$ cat src/rtl/rpn_add_sequencer_pkg.sv
// rpn_add_sequencer_pkg: shared opcode and FSM state encodings
// for the RPN add/subtract stack controller.
package rpn_add_sequencer_pkg;

  typedef enum logic [1:0] {
    OP_PUSH = 2'b00,
    OP_ADD  = 2'b01,
    OP_SUB  = 2'b10,
    OP_CLR  = 2'b11
  } op_e;

  typedef enum logic [1:0] {
    ST_IDLE = 2'b00,
    ST_EXEC = 2'b01,
    ST_WB   = 2'b10
  } state_e;

endpackage

$ cat src/rtl/rpn_add_sequencer_somador4x4.sv
// somador4x4: 4-bit ripple adder with carry in/out, shared
// across nibbles. Ports: a_i, b_i, ci_i -> s_o, co_o.
module rpn_add_sequencer_somador4x4 (
  input  logic [3:0] a_i,
  input  logic [3:0] b_i,
  input  logic       ci_i,
  output logic [3:0] s_o,
  output logic       co_o
);

  assign {co_o, s_o} = {1'b0, a_i} + {1'b0, b_i} + {4'b0, ci_i};

endmodule

$ cat src/rtl/rpn_add_sequencer.sv
// rpn_add_sequencer: LIFO operand stack with nibble-serial
// add/sub through one 4-bit adder. Ports: cmd_* handshake in;
// top/depth/flags/done/err_* status out; busy while in flight.
module rpn_add_sequencer
  import rpn_add_sequencer_pkg::*;
#(
  parameter int WIDTH = 8,
  parameter int DEPTH = 4
) (
  input  logic                       clk,
  input  logic                       rst,
  input  logic                       cmd_valid,
  output logic                       cmd_ready,
  input  logic [1:0]                 cmd_op,
  input  logic [WIDTH-1:0]           cmd_data,
  output logic [WIDTH-1:0]           top,
  output logic [$clog2(DEPTH+1)-1:0] depth,
  output logic                       busy,
  output logic                       done,
  output logic                       carry_flag,
  output logic                       ovf_flag,
  output logic                       err_underflow,
  output logic                       err_overflow
);

  localparam int NIB = WIDTH / 4;
  localparam int DW  = $clog2(DEPTH + 1);
  localparam int AW  = $clog2(DEPTH);
  localparam int KW  = (NIB > 1) ? $clog2(NIB) : 1;

  state_e           state_q, state_d;
  logic [WIDTH-1:0] stack_q [DEPTH];
  logic [DW-1:0]    depth_q;
  logic [WIDTH-1:0] a_q, b_q, res_q;
  logic [KW-1:0]    k_q;
  logic             is_sub_q, carry_q;
  logic             cflag_q, oflag_q;
  logic             done_q, eund_q, eovf_q;

  logic             accept, full, short, last;
  logic [KW+1:0]    sh;
  logic [3:0]       nib_a, nib_b, nib_s;
  logic             nib_ci, nib_co;

  assign accept = cmd_valid & cmd_ready;
  assign full   = (depth_q == DW'(DEPTH));
  assign short  = (depth_q < DW'(2));
  assign last   = (k_q == KW'(NIB - 1));

  // bit offset of the nibble being processed this cycle
  assign sh     = {k_q, 2'b00};
  assign nib_a  = 4'(a_q >> sh);
  assign nib_b  = 4'(b_q >> sh);
  assign nib_ci = (k_q == '0) ? is_sub_q : carry_q;

  rpn_add_sequencer_somador4x4 u_add (
    .a_i  (nib_a),
    .b_i  (nib_b),
    .ci_i (nib_ci),
    .s_o  (nib_s),
    .co_o (nib_co)
  );

  always_ff @(posedge clk) begin
    if (rst) state_q <= ST_IDLE;
    else     state_q <= state_d;
  end

  always_comb begin
    state_d = state_q;
    unique case (state_q)
      ST_IDLE: begin
        if (accept && !short &&
            (op_e'(cmd_op) == OP_ADD ||
             op_e'(cmd_op) == OP_SUB))
          state_d = ST_EXEC;
      end
      ST_EXEC: if (last) state_d = ST_WB;
      ST_WB:   state_d = ST_IDLE;
      default: state_d = ST_IDLE;
    endcase
  end

  always_comb begin
    cmd_ready = (state_q == ST_IDLE);
    busy      = (state_q != ST_IDLE);
  end

  always_ff @(posedge clk) begin
    if (rst) begin
      for (int i = 0; i < DEPTH; i++) stack_q[i] <= '0;
      depth_q  <= '0;
      a_q      <= '0;
      b_q      <= '0;
      res_q    <= '0;
      k_q      <= '0;
      is_sub_q <= 1'b0;
      carry_q  <= 1'b0;
      cflag_q  <= 1'b0;
      oflag_q  <= 1'b0;
      done_q   <= 1'b0;
      eund_q   <= 1'b0;
      eovf_q   <= 1'b0;
    end else begin
      done_q <= 1'b0;
      eund_q <= 1'b0;
      eovf_q <= 1'b0;
      unique case (state_q)
        ST_IDLE: begin
          if (accept) begin
            unique case (op_e'(cmd_op))
              OP_PUSH: begin
                done_q <= 1'b1;
                if (full) begin
                  eovf_q <= 1'b1;
                end else begin
                  stack_q[AW'(depth_q)] <= cmd_data;
                  depth_q <= depth_q + DW'(1);
                end
              end
              OP_CLR: begin
                done_q  <= 1'b1;
                depth_q <= '0;
              end
              OP_ADD, OP_SUB: begin
                if (short) begin
                  done_q <= 1'b1;
                  eund_q <= 1'b1;
                end else begin
                  // SUB = A + ~B + 1; the +1 enters as nibble-0 carry
                  a_q <= stack_q[AW'(depth_q - DW'(2))];
                  b_q <= stack_q[AW'(depth_q - DW'(1))]
                         ^ {WIDTH{op_e'(cmd_op) == OP_SUB}};
                  is_sub_q <= (op_e'(cmd_op) == OP_SUB);
                  k_q      <= '0;
                end
              end
              default: ;
            endcase
          end
        end
        ST_EXEC: begin
          res_q <= (res_q & ~(WIDTH'(4'hF) << sh))
                 | (WIDTH'(nib_s) << sh);
          carry_q <= nib_co;
          k_q     <= k_q + KW'(1);
        end
        ST_WB: begin
          stack_q[AW'(depth_q - DW'(2))] <= res_q;
          depth_q <= depth_q - DW'(1);
          cflag_q <= carry_q;
          oflag_q <= (a_q[WIDTH-1] == b_q[WIDTH-1])
                   & (res_q[WIDTH-1] != a_q[WIDTH-1]);
          done_q  <= 1'b1;
        end
        default: ;
      endcase
    end
  end

  assign top = (depth_q == '0) ? '0
             : stack_q[AW'(depth_q - DW'(1))];
  assign depth         = depth_q;
  assign done          = done_q;
  assign carry_flag    = cflag_q;
  assign ovf_flag      = oflag_q;
  assign err_underflow = eund_q;
  assign err_overflow  = eovf_q;

endmodule
$ cat config.mk
export PLATFORM = sky130hd
export DESIGN_NAME = rpn_add_sequencer
export DESIGN_NICKNAME = d
export VERILOG_FILES = /design/src/rtl/rpn_add_sequencer_pkg.sv /design/src/rtl/rpn_add_sequencer_somador4x4.sv /design/src/rtl/rpn_add_sequencer.sv
export SDC_FILE = /design/constraint.sdc
export NUM_CORES = 1
export LEC_CHECK = 0
export CORE_MARGIN = 4
export CORE_UTILIZATION = 30
export DETAILED_ROUTE_END_ITERATION = 12
export GPL_TIMING_DRIVEN = 1
export PLACE_DENSITY = 0.56
export SLEW_MARGIN = 15
export SYNTH_ARGS = -nofsm -noshare
export SYNTH_HDL_FRONTEND = slang
export SYNTH_SLANG_ARGS = --single-unit
export TNS_END_PERCENT = 10
$ cat constraint.sdc
create_clock -name clk -period 3.2 [get_ports clk]
set_input_delay 0.32 -clock clk [delete_from_list [all_inputs] [get_ports clk]]
set_output_delay 0.32 -clock clk [all_outputs]
set_load 0.02 [all_outputs]
==> key figures <==
Run status
  – Status: complete, no violations

STA
  – Maximum clock rate: roughly 0.34 GHz
  – Period utilisation layout: 0.9135
  – Post-route setup slack: 276.7 ps
  – TNS Setup: 0 ps
  – Final hold vios: 0
  – Minimum clock period: just under 3000 ps
  – RSZ-0062 raised after global routing: no
  – Setup violations, final: 0
  – Slew Limit Fails: 0
  – Max-slew headroom: 0.3076
  – Worst slew pin tran: between 1000 and 1500 ps
  – Worst hold slack: approximately 450 ps
  – Skew final: just under 4 ps

Global routing
  – Largest net degree at the start of global routing: 53
  – GRT Residual Overflow: 0
  – Initial antenna violation count: 0
  – Vias in the first global route: around 2.7k
  – First-pass GRT wire length: ~14 mm
  – GR Util All Layers: 0.1309

Clocking
  – CTS tree: done
  – H-tree levels: 3
  – Hold_buf cts: 0
  – Post_cts resized: 0
  – TritonCTS Buffers: 9
  – Worst-path clk slew: about 60 ps
  – Setup Buffers After CTS: 0
  – Clock Tree Buf Depth: 2
  – Clk root buf: clkbuf_16
  – Worst skew pair latency: 330 ps
  – Clock sinks: slightly below 70

Placement
  – I/O Buffers: 30
  – Pre-CTS worst setup slack: between 600 and 700 ps
  – Cell Area, Placed: 4033 sq um
  – Dpl hpwl: 6.392 mm
  – Post-Place Cells: around 500
  – GPL Wtd Cong: a little over 0.8

Worst setup path
  – Critical path required time: between 2000 and 3000 ps
  – Delay-heaviest family, CP: buffers and inverters
  – Crit path DAT: 2600 ps
  – Reg2Reg Depth: 6
  – Worst-path cell chain: inv_1 > ha_1 > mux4_2 > and2_1 > clkdlybuf4s50_1
  – Crit-path max cell delay: ~580 ps
  – Crit. Startpoint: depth[1]
  – R2R Path Start: k_q
  – Startpoint types: flop
  – Crit-path slowest cell: mux4_2
  – Crit path kind: reg -> out
  – Critical Path Fanout Max: 9
  – Buffer and inverter count on the worst path: 2
  – R2R Setup Slk: approximately 700 ps
  – CP endpoint kind: output pin

Finish
  – Post-Layout Inst Area: between 4000 and 5000 sq um
  – Fin cells: 518
  – Share of cells above drive strength 1: 0.1600
  – Multi-input gate area: 1763 sq um
  – Area Overhead vs Synth: 20.47%
  – Fin util: 0.3756
  – N_diodes: 0
  – Layout net count: approximately 390
  – FILL cells: between 1k and 1.5k
  – Register area: between 1500 and 2000 sq um

Power
  – Cell internal pwr: ~1.8 mW
  – Switching share of power: 0.2267
  – Pleak: between 1.5 and 2 nW
  – Max IR drop VDD: ~0.25 mV
  – PwrDens: 539.4 nW/um^2
  – Gate power share: 0.102
  – Sw Pwr: 0.5356 mW
  – Clock power frac: 0.487
  – Pwr Total: 2.363 mW
  – Seq pwr share: 0.411

Route
  – Final ANT Viol Nets: 0
  – DR top layer: met4
  – First-pass detailed-route iteration total: 4
  – Wire per inst: between 15 and 20 um
  – WL final: ~8.6 mm
  – DR WL met3: approximately 430 um
  – Drt first-iter violations: 152
  – Routed via count: about 2.6k
  – M1 WL: just under 4 mm
  – Drc violations: 0
  – Avg Vias per Cell: 4.952
  – Met2 wire len: approximately 4.1 mm

Synthesis
  – Synth Area in XOR/XNOR: 0.02168
  – Cell variety after synth: 47
  – Number of synthesized flops with an enable pin: 32
  – Main synth FF type: dfxtp_1
  – Post-synth top area cell: edfxtp_1
  – Ys async rst share: 0
  – Register area share after synthesis: 0.4680
  – Ys Warns: 0
  – Synth Net Count: approximately 370
  – Largest family of logic cells by synthesized area: simple AND/OR/NAND/NOR gates
  – Synth top area cells: edfxtp_1, dfxtp_1, mux4_2, nor2_1, nand2_1
  – Dominant cell by count in the synthesized netlist: nor2_1
  – Syn_area_per_cell: between 10 and 15 sq um
  – Synth top cells by count: nor2_1, nand2_1, dfxtp_1, edfxtp_1, a21oi_1
  – Post-synth top area share: 0.2643
  – Simple-gate portion of the synthesized area: 0.1803
  – Synth Area in Adders: 0.04198
  – Gate count of the mapped netlist: between 300 and 400
  – Mux contribution to synthesized area: 0.1315
  – Complex-gate fraction of the synthesized area: 0.1094
  – #FFs+latches synth: 69
  – Mapped cell area: about 3600 sq um

Floorplan
  – Core Box Area: around 12000 sq um
  – Ports: 31
  – Die area: 13950 sq um
  – Die width: 118.1 um
  – Row count: 39
  – Initial Util: 0.3118
  – Height of the die: roughly 120 um

Hold path
  – Hold Path Class: reg -> reg
  – Cell depth of the worst min-delay path: 2
  – Hold_sp: a_q[6]
  – Hold EP: a_q[6]

Job
  – Max Cap Viol: 0
## routing by layer
layer	track usage	vias to the layer above
li1	-	1271
met1	0.1738	1221
met2	0.2115	64
met3	0.02787	9
met4	0.04469	0
met5	0	-
## layout by cell type (no fill, tap or decap), types with 2 or more instances in the layout
| cell type | synthesis | layout |
|---|---|---|
| nor2_1 | 41 | 41 |
| nand2_1 | 40 | 40 |
| dfxtp_1 | 37 | 37 |
| edfxtp_1 | 32 | 32 |
| clkdlybuf4s50_1 | 0 | 29 |
| a21oi_1 | 17 | 17 |
| mux4_2 | 16 | 16 |
| and2_1 | 16 | 16 |
| a211oi_1 | 13 | 13 |
| inv_1 | 11 | 11 |
| nand3_1 | 10 | 10 |
| a21o_1 | 10 | 10 |
| xnor2_1 | 9 | 9 |
| ha_1 | 9 | 9 |
| clkbuf_16 | 0 | 9 |
| nand2b_1 | 8 | 8 |
| mux2_2 | 6 | 6 |
| inv_2 | 6 | 6 |
| mux2i_1 | 5 | 5 |
| nor3_1 | 5 | 5 |
| o21ai_0 | 4 | 4 |
| buf_4 | 3 | 4 |
| nor2b_1 | 3 | 3 |
| a211oi_2 | 3 | 3 |
| bufinv_16 | 0 | 3 |
| or2_2 | 2 | 2 |
| or4b_1 | 2 | 2 |
| fa_1 | 2 | 2 |
| clkinvlp_4 | 0 | 2 |
## worst max-delay path by stage
stage	to	slack, ps	depth (start not counted)
3_5_place_dp	top[7]	600	5
3_3_place_gp	top[7]	640	5
5_1_grt	top[7]	170	5
6_report	top[7]	280	5
4_1_cts	top[7]	240	5
2_1_floorplan	top[7]	720	7
## worst reg2reg max path: stages (launching register included)
cell      delay, ps
dfxtp_1         710
mux2_2          450
ha_1            290
nor2b_1         120
o21ai_0         270
or4b_1          460
o211ai_1        100
## power groups by stage
stage                     clock network [mW]  registers (mW)  logic, mW
after CTS                               1.17           0.970      0.245
after global routing                    1.21           0.973      0.264
final                                   1.15           0.970      0.242
after floorplan                            0           0.983      0.166
after global placement                     0           0.987      0.243
after detailed placement                   0           0.989      0.243
## cell type report
type | count | area share
multi-input cells | 239 | 0.4025
inverters | 17 | 0.01457
flip-flops and latches | 69 | 0.3885
clock buffers | 9 | 0.05141
clock inverters | 7 | 0.02799
repair buffers | 34 | 0.07426
well taps | 143 | 0.04085
## cells by family (layout without fill, tap and decap cells)
kind of cell / Yosys count / count (layout)
AND/OR/NAND/NOR: 135 / 135
flip-flops: 69 / 69
AO/OA/AOI/OAI: 57 / 57
buffers and inverters: 37 / 67
multiplexers: 27 / 27
adder cells (fa/ha/maj): 11 / 11
XOR/XNOR: 9 / 9
Power figures use the tool's default switching activity.
